<file path="src/rtl/bf_seg_scan.sv">
// bf_seg_scan: multiplexed seven-segment hex display scanner.
// Ports: system1000 clock, system1000_rstn async active-low reset,
//   value/dp/load capture the shadow digits, blank forces the display dark,
//   an one-hot anode select, seg {dp,g,f,e,d,c,b,a}, frame_tick start-of-frame.
// Optional macro SEG_LZ_BLANK_EN: blank leading-zero digits (digit 0 and
//   digits with dp set are always shown).
module bf_seg_scan #(
    parameter int NDIGITS    = 8,
    parameter int DIV        = 100000,
    parameter int ACTIVE_LOW = 1
) (
    input  logic                   system1000,
    input  logic                   system1000_rstn,
    input  logic [4*NDIGITS-1:0]   value,
    input  logic [NDIGITS-1:0]     dp,
    input  logic                   load,
    input  logic                   blank,
    output logic [NDIGITS-1:0]     an,
    output logic [7:0]             seg,
    output logic                   frame_tick
);

    localparam int   PW  = (DIV > 1) ? $clog2(DIV) : 1;
    localparam int   IW  = (NDIGITS > 1) ? $clog2(NDIGITS) : 1;
    localparam logic POL = (ACTIVE_LOW != 0);

    logic [PW-1:0]          r_presc;
    logic [IW-1:0]          r_idx;
    logic [4*NDIGITS-1:0]   r_val;
    logic [NDIGITS-1:0]     r_dp;
    logic [NDIGITS-1:0]     r_an;
    logic [7:0]             r_seg;
    logic                   r_tick;

    logic                   w_wrap;
    logic [3:0]             w_nib;
    logic                   w_dpb;
    logic [NDIGITS-1:0]     w_onehot;
    logic [6:0]             w_glyph;
    logic [7:0]             w_seg_on;
    logic [NDIGITS-1:0]     w_an_nxt;
    logic [7:0]             w_seg_nxt;
    logic                   w_tick_nxt;
`ifdef SEG_LZ_BLANK_EN
    logic                   w_hi_nz;
    logic                   w_lz;
`endif

    assign w_wrap = (r_presc == PW'(DIV - 1));

    // Select the nibble, dp bit and anode for the current index.
    always_comb begin
        w_nib    = 4'h0;
        w_dpb    = 1'b0;
        w_onehot = '0;
        for (int k = 0; k < NDIGITS; k++) begin
            if (r_idx == IW'(k)) begin
                w_nib       = r_val[4*k +: 4];
                w_dpb       = r_dp[k];
                w_onehot[k] = 1'b1;
            end
        end
    end

    always_comb begin
        case (w_nib)
            4'h0:    w_glyph = 7'h3F;
            4'h1:    w_glyph = 7'h06;
            4'h2:    w_glyph = 7'h5B;
            4'h3:    w_glyph = 7'h4F;
            4'h4:    w_glyph = 7'h66;
            4'h5:    w_glyph = 7'h6D;
            4'h6:    w_glyph = 7'h7D;
            4'h7:    w_glyph = 7'h07;
            4'h8:    w_glyph = 7'h7F;
            4'h9:    w_glyph = 7'h6F;
            4'hA:    w_glyph = 7'h77;
            4'hB:    w_glyph = 7'h7C;
            4'hC:    w_glyph = 7'h39;
            4'hD:    w_glyph = 7'h5E;
            4'hE:    w_glyph = 7'h79;
            default: w_glyph = 7'h71;
        endcase
    end

`ifdef SEG_LZ_BLANK_EN
    // A digit is a leading zero when it and every digit above it are zero.
    always_comb begin
        w_hi_nz = 1'b0;
        for (int k = 0; k < NDIGITS; k++) begin
            if ((IW'(k) >= r_idx) && (r_val[4*k +: 4] != 4'h0)) begin
                w_hi_nz = 1'b1;
            end
        end
    end

    assign w_lz     = !w_hi_nz && (r_idx != '0) && !w_dpb;
    assign w_seg_on = w_lz ? 8'h00 : {w_dpb, w_glyph};
`else
    assign w_seg_on = {w_dpb, w_glyph};
`endif

    assign w_an_nxt   = blank ? '0 : w_onehot;
    assign w_seg_nxt  = blank ? 8'h00 : w_seg_on;
    assign w_tick_nxt = (r_idx == '0) && (r_presc == '0);

    always_ff @(posedge system1000 or negedge system1000_rstn) begin
        if (!system1000_rstn) begin
            r_presc <= '0;
            r_idx   <= '0;
            r_val   <= '0;
            r_dp    <= '0;
            r_an    <= {NDIGITS{POL}};
            r_seg   <= {8{POL}};
            r_tick  <= 1'b0;
        end else begin
            if (w_wrap) begin
                r_presc <= '0;
                if (r_idx == IW'(NDIGITS - 1)) begin
                    r_idx <= '0;
                end else begin
                    r_idx <= r_idx + 1'b1;
                end
            end else begin
                r_presc <= r_presc + 1'b1;
            end
            if (load) begin
                r_val <= value;
                r_dp  <= dp;
            end
            // Outputs use pre-edge index/shadow, so a same-edge load
            // shows up only on the next update.
            r_an   <= {NDIGITS{POL}} ^ w_an_nxt;
            r_seg  <= {8{POL}} ^ w_seg_nxt;
            r_tick <= w_tick_nxt;
        end
    end

    assign an         = r_an;
    assign seg        = r_seg;
    assign frame_tick = r_tick;

endmodule

</file>
<file path="config.mk">
export PLATFORM = sky130hd
export DESIGN_NAME = bf_seg_scan
export DESIGN_NICKNAME = d
export VERILOG_FILES = /design/src/rtl/bf_seg_scan.sv
export SDC_FILE = /design/constraint.sdc
export NUM_CORES = 1
export LEC_CHECK = 0
export ABC_AREA = 1
export BUFFER_PORTS_ARGS = -buffer_cell sky130_fd_sc_hd__buf_2
export CAP_MARGIN = 20
export CORE_MARGIN = 10
export CORE_UTILIZATION = 47
export DETAILED_ROUTE_END_ITERATION = 8
export PLACE_DENSITY = 0.68
export SYNTH_ARGS = -nofsm -noshare
export SYNTH_HDL_FRONTEND = slang
export SYNTH_SLANG_ARGS = --single-unit
</file>
<file path="constraint.sdc">
create_clock -name system1000 -period 4.5 [get_ports system1000]
set_input_delay 0.9 -clock system1000 [delete_from_list [all_inputs] [get_ports system1000]]
set_output_delay 0.9 -clock system1000 [all_outputs]
set_load 0.01 [all_outputs]
</file>
==> run summary, run 1 <==
DR iter-0 viols: 205
Final hold viol count: 0
Pwr dens: 326 nW/um2
Max_slew headroom: 30.7%
Pre-Repair DR Iteration Count: 4
Worst endpoint data arrival time: 2680 ps
Max H-tree Level: 3
Share of cells above drive strength 1: 25.1%
CP max FO: 9
Post-synthesis xor/xnor area fraction: 0%
Congestion Overflow GR: 0
RSZ-0062 raised after global routing: false
Routability congestion estimate from global placement: 0.912
Outcome: completed
Post-synth EDFFs: 0
Switching share of power: 25.0%
# Post-CTS Setup Buffers: 0
Mapped cell area: 3910 um2
Complex-gate fraction of the synthesized area: 9.28%
Hold-fix buffers, CTS: 0
Vias: 3119
Die span in x: 111 um
Cell Int Power: 1.10 mW
Static Leak: 2.26 nW
Seq/Total Area, Yosys: 49.8%
Ranking of synthesized cells by area: dfrtp_1 39%, dfstp_2 11%, nand2_1 9.4%
Fin. max-slew vios: 0
Final net count: 579
Overall Power: 1.47 mW
Antenna violations before repair: 0
Post-synthesis mux area share: 4.32%
Syn-to-layout area delta: 15.3%
Async SR Flop Fraction: 100%
Synth Area in Simple Gates: 22.5%
Top-count cell post-synth: nand2_1
Post-CTS resize count: 0
Die height: 111 um
Yosys top cell by area: dfrtp_1
Core Area: 8130 um2
CP Launch Type: flop
Root Driver: clkbuf_8
Combinational family with the most area after synthesis: simple AND/OR/NAND/NOR gates
Synth warn: 0
GRT Util Overall: 14.3%
Final WS setup: 2120 ps
Top post-synthesis cells by count: 98 x nand2_1, 77 x inv_1, 61 x dfrtp_1
WP data required: 4800 ps
Routed vias/inst: 4.94
Setup_tns: 0 ps
Clk_lat worst skew: 360 ps
Maximum clock rate: 420 MHz
Synth Area in Adders: 4.48%
Max Root-Sink Buffers: 2
Mean post-synth cell area: 8.48 um2
Largest net degree at the start of global routing: 78
Antenna viol nets, final: 0
Drt wl/cell: 13.6 um
Fillers: 741
Die area: 12400 um2
Input/output buffers: 60
Initial Util: 48.1%
Worst min path class: flop to flop
Net Switching: 0.367 mW
Worst Tran Pin Value: 1040 ps
ANT cells: 0
Combinational share of power: 10.3%
Clock transition at path regs: 80 ps
Min Tclk post-route: 2380 ps
First-pass GRT wire length: 14700 um
Kind of critical path: flop to flop
Mapped Cells: 461
Area of the multi-input gates: 1590 um2
Register area: 1950 um2
Pre-CTS WS: 2140 ps
Seq pwr share: 51.5%
Site Rows: 33
Final WL: 8610 um
Distinct cell type count after synthesis: 34
DRC viols: 0
Clock sink count: 77
HPWL Detailed: 6510 um
Io pins: 61
Share of the synthesized area in the top cell type: 39.1%
Final Skew: 9.41 ps
Max Cap Violations: 0
Max IR drop VDD: 157 uV
CTS Buf Count: 9
Final setup fails: 0
Final Cycle Share: 52.9%
Seq cells post-synth: 77
CTS tree: done
Vias in the first global route: 3127
Syn Nets: 519
Dominant synthesized flop cell: dfrtp_1
Power share of the clock group: 38.2%
Worst setup EP type: flop
[per-stage QoR]
stage,utilization (%),std cells,hold WS [ps],area (um2)
2_1_floorplan,-,461,455,3910
3_3_place_gp,52.7,615,479,4290
3_5_place_dp,52.7,615,494,4290
4_1_cts,55.4,631,507,4510
5_1_grt,55.4,631,533,4510
6_report,55.4,631,506,4510
[kinds of logic (layout without fill, tap and decap cells)]
kind of cell    Yosys count  count (layout)
simple gates            189             189
buf+inv                  96             161
flops                    77              77
compound gates           70              70
mux                      15              15
fa+ha+maj                14              14
[critical path, cell delays in order, from the launching register on]
cell and delay, ps:
dfrtp_1 400, inv_1 110, ha_1 320, nand2_1 200, inv_1 190, a21oi_1 70, nand2_1 70, nand2_1 60
a21oi_1 290, ha_1 260, inv_1 90, nand3_1 100, nand3_1 100, nand3_1 70
[per-layer routing]
layer	part of all wire, %	track usage, %	up-vias
li1	-	-	1583
met1	46	17.6	1442
met2	48	23.2	80
met3	4.5	2.98	14
met4	1.9	6.94	0
met5	0	0	-
[final timing paths]
check / slack, ps / end / cells past startpoint / from
max: 2120 / seg[0] / 13 / r_idx[1]
min: 510 / r_presc[0] / 1 / r_presc[0]
max reg2reg: 2120 / seg[0] / 13 / r_idx[1]
min reg2reg: 510 / r_presc[0] / 1 / r_presc[0]
max in group asynchronous: 3250 / r_val[25] / 1 / system1000_rstn
min in group asynchronous: 670 / r_val[6] / 1 / system1000_rstn
[registers in the layout, summed over array words and instances (netlist names)]
register	cells
r_val	32
r_dp	8
r_idx	3
frame_tick	1
an	8
r_presc	17
seg	8
[placed cells by master, fill, tap and decap left out, types with 4 or more instances in the layout]
cell      netlist  layout
nand2_1        98      98
inv_1          77      77
dfrtp_1        61      61
buf_2           1      59
o21ai_0        41      41
nand3_1        40      40
nor2_1         20      20
a21oi_1        19      19
dfstp_2        16      16
mux2_2         15      15
ha_1           14      14
clkbuf_8        0      12
nand2_2         7       7
nand4_1         6       6
inv_2           6       6
nor3_1          5       5
o21ai_1         5       5
nor2_2          4       4
[power by group through the flow]
stage / clock [mW] / sequential (mW) / combinational, mW
after floorplan: 0 / 0.768 / 0.0869
after global placement: 0 / 0.768 / 0.150
after detailed placement: 0 / 0.769 / 0.154
after CTS: 0.581 / 0.756 / 0.155
after global routing: 0.606 / 0.760 / 0.175
final: 0.561 / 0.756 / 0.152
[final cells by class]
class,count,area share [%]
flip-flops and latches,77,43.2
multi-input cells,288,35.2
inverters,85,7.16
repair buffers,60,6.72
clock buffers,12,3.66
well taps,105,2.91
clock inverters,4,1.19
Note: power is estimated with default switching activity, not from simulation.
==> run 2: changes to the inputs <==
- ABC_AREA: 1 -> 0
- PLACE_DENSITY: 0.68 -> 0.71
- clock period: 4.5 -> 2 ns (I/O delays scaled with it)
==> run 2 against run 1 <==
Effect of this change: the run now ends with setup timing left; clock-buffer cell count grew 2; clock power grew 140%; largest power group unchanged; synthesized area fell by 4.0%; sequential cell count unchanged; worst setup slack worse by 2600 ps.
==> run summary, run 2 <==
Outcome: finished, violations left
Failing checks: setup timing
Bufs and invs on worst path: 3
Ranking of synthesized cells by area: dfrtp_1 41%, dfstp_2 11%, mux2_2 10%
Worst setup EP type: flop
Vias: 2873
Most common cell after layout, fill and taps aside: buf_2
Most flops, register: r_val
Routed vias/inst: 5.20
Net Switching: 0.846 mW
Most frequent cells in the layout: 61 x buf_2, 58 x dfrtp_1, 44 x buf_4
First-pass GRT wire length: 15000 um
DR iter-0 viols: 99
Worst path cell trace: ha_4 -> ha_4 -> buf_12 -> nor2_4 -> a311oi_2 -> o31ai_2 -> inv_2 -> ha_4 -> inv_2 -> mux2_4 -> o21ai_2
Placed cells: 520
RSZ-0062 raised after global routing: true
Max reg flops: 32
Syn Nets: 392
Max H-tree Level: 3
Die area: 12000 um2
Seq pwr share: 48.5%
Clock sink count: 77
Dominant synthesized flop cell: dfrtp_1
Antenna viol nets, final: 0
Die span in x: 109 um
Fin. max-slew vios: 0
Mean post-synth cell area: 11.2 um2
Post-synth EDFFs: 0
Mapped Cells: 334
Clk_lat worst skew: 350 ps
Die height: 109 um
Overall Power: 3.57 mW
Clock transition at path regs: 80 ps
Max Root-Sink Buffers: 2
Final Cycle Share: 125%
Async SR Flop Fraction: 100%
Final setup fails: 7
Mapped cell area: 3750 um2
Drt wl/cell: 17.0 um
Vias in the first global route: 3077
Pwr dens: 703 nW/um2
Fillers: 585
Site Rows: 32
CTS Buf Count: 9
Synth warn: 0
Static Leak: 2.29 nW
Pre-CTS WS: -501 ps
Initial Util: 48.5%
Switching share of power: 23.7%
CP max FO: 4
Max IR drop VDD: 434 uV
Final net count: 503
Largest net degree at the start of global routing: 78
Min Tclk post-route: 2490 ps
Root Driver: clkbuf_8
Top-count cell post-synth: dfrtp_1
Pre-Repair DR Iteration Count: 4
Register area: 1950 um2
Final WL: 9370 um
Kind of critical path: flop to flop
Combinational share of power: 13.9%
HPWL Detailed: 6280 um
Syn-to-layout area delta: 35.3%
Worst min path class: input port to asynchronous set/reset pin
Max stage delay on crit path: 470 ps
Core Area: 7730 um2
Antenna violations before repair: 0
CP Launch Type: flop
Cell Int Power: 2.72 mW
Non-filler instance count after layout: 552
Yosys top cell by area: dfrtp_1
CP max-delay cell: dfrtp_2
Max_slew headroom: 71.8%
Seq cells post-synth: 77
DRC viols: 0
Top Registers: r_val: 32 flops, r_presc: 17 flops
Share of cells above drive strength 1: 51.8%
Final hold viol count: 0
Routability congestion estimate from global placement: 0.848
Seq/Total Area, Yosys: 51.9%
Worst Tran Pin Value: 423 ps
CTS tree: done
Top post-synthesis cells by count: 61 x dfrtp_1, 37 x nand2_1, 34 x mux2_2
Power share of the clock group: 37.6%
GRT Util Overall: 15.8%
Worst endpoint data arrival time: 2770 ps
WP data required: 2280 ps
Area of the multi-input gates: 1900 um2
ANT cells: 0
Congestion Overflow GR: 0
CP delay by family, top: adder cells
Input/output buffers: 60
Max Cap Violations: 0
Maximum clock rate: 401 MHz
Final Skew: 11.1 ps
CP dominant cell by count: ha_4
Distinct cell type count after synthesis: 57
Final WS setup: -492 ps
Share of the synthesized area in the top cell type: 40.7%
Io pins: 61
## run 2: path summary, 6_finish.rpt
path	depth (start not counted)	start	slack [ps]	to
max	11	r_idx[0]	-490	seg[1]
min	2	system1000_rstn	70	r_dp[5]
max reg2reg	11	r_idx[0]	-490	seg[1]
min reg2reg	1	r_presc[8]	500	r_presc[8]
max in group asynchronous	2	system1000_rstn	1560	an[3]
min in group system1000	3	value[26]	270	r_val[26]
## run 2: area by class of cell
cell class	instances	share of cell area (%)
Clock inverter	2	0.691
Clock buffer	14	4.02
Sequential cell	77	38.4
Inverter	17	1.41
Tap cell	102	2.52
Timing Repair Buffer	116	15.5
Multi-Input combinational cell	224	37.4
## run 2: kinds of logic after synthesis
logic type               share of synthesized area [%]
AO/OA/AOI/OAI                                     11.3
multiplexers                                      11.7
XOR/XNOR                                          3.27
flip-flops                                        51.9
buffers and inverters                             4.30
AND/OR/NAND/NOR                                   12.9
adder cells (fa/ha/maj)                           4.67
## run 2: stage by stage
stage / setup TNS, ps / util, % / instance area [um2] / hold WS (ps)
global route: -3900 / 65.7 / 5070 / 99.3
finish: -3020 / 65.7 / 5070 / 74.7
CTS: -2920 / 63.5 / 4910 / 86.4
global placement: -2510 / 58.0 / 4480 / 466
detailed placement: -3160 / 58.0 / 4480 / 468
floorplan: -2670 / - / 3820 / 104
## run 2: power groups by stage
stage	logic (mW)	registers (mW)	clock network, mW
after floorplan	0.224	1.75	0
after global placement	0.400	1.75	0
after detailed placement	0.406	1.76	0
after CTS	0.447	1.73	1.37
after global routing	0.543	1.74	1.45
final	0.495	1.73	1.34
## run 2: metal layers
| metal | vias up | share of wire, % | track usage, % |
|---|---|---|---|
| met4 | 0 | 1.3 | 5.02 |
| met2 | 55 | 52 | 26.6 |
| met1 | 1417 | 42 | 18.9 |
| li1 | 1391 | - | - |
| met3 | 10 | 5.3 | 4.86 |
| met5 | - | 0 | 0 |
## run 2: repair_timing
action,4_1_cts,5_1_grt
pin swaps,13,22
cloned,0,0
hold buffers,0,0
endpoints found under the setup margin,8,8
endpoints found under the hold margin,0,0
resized for setup,22,30
setup buffers,11,5
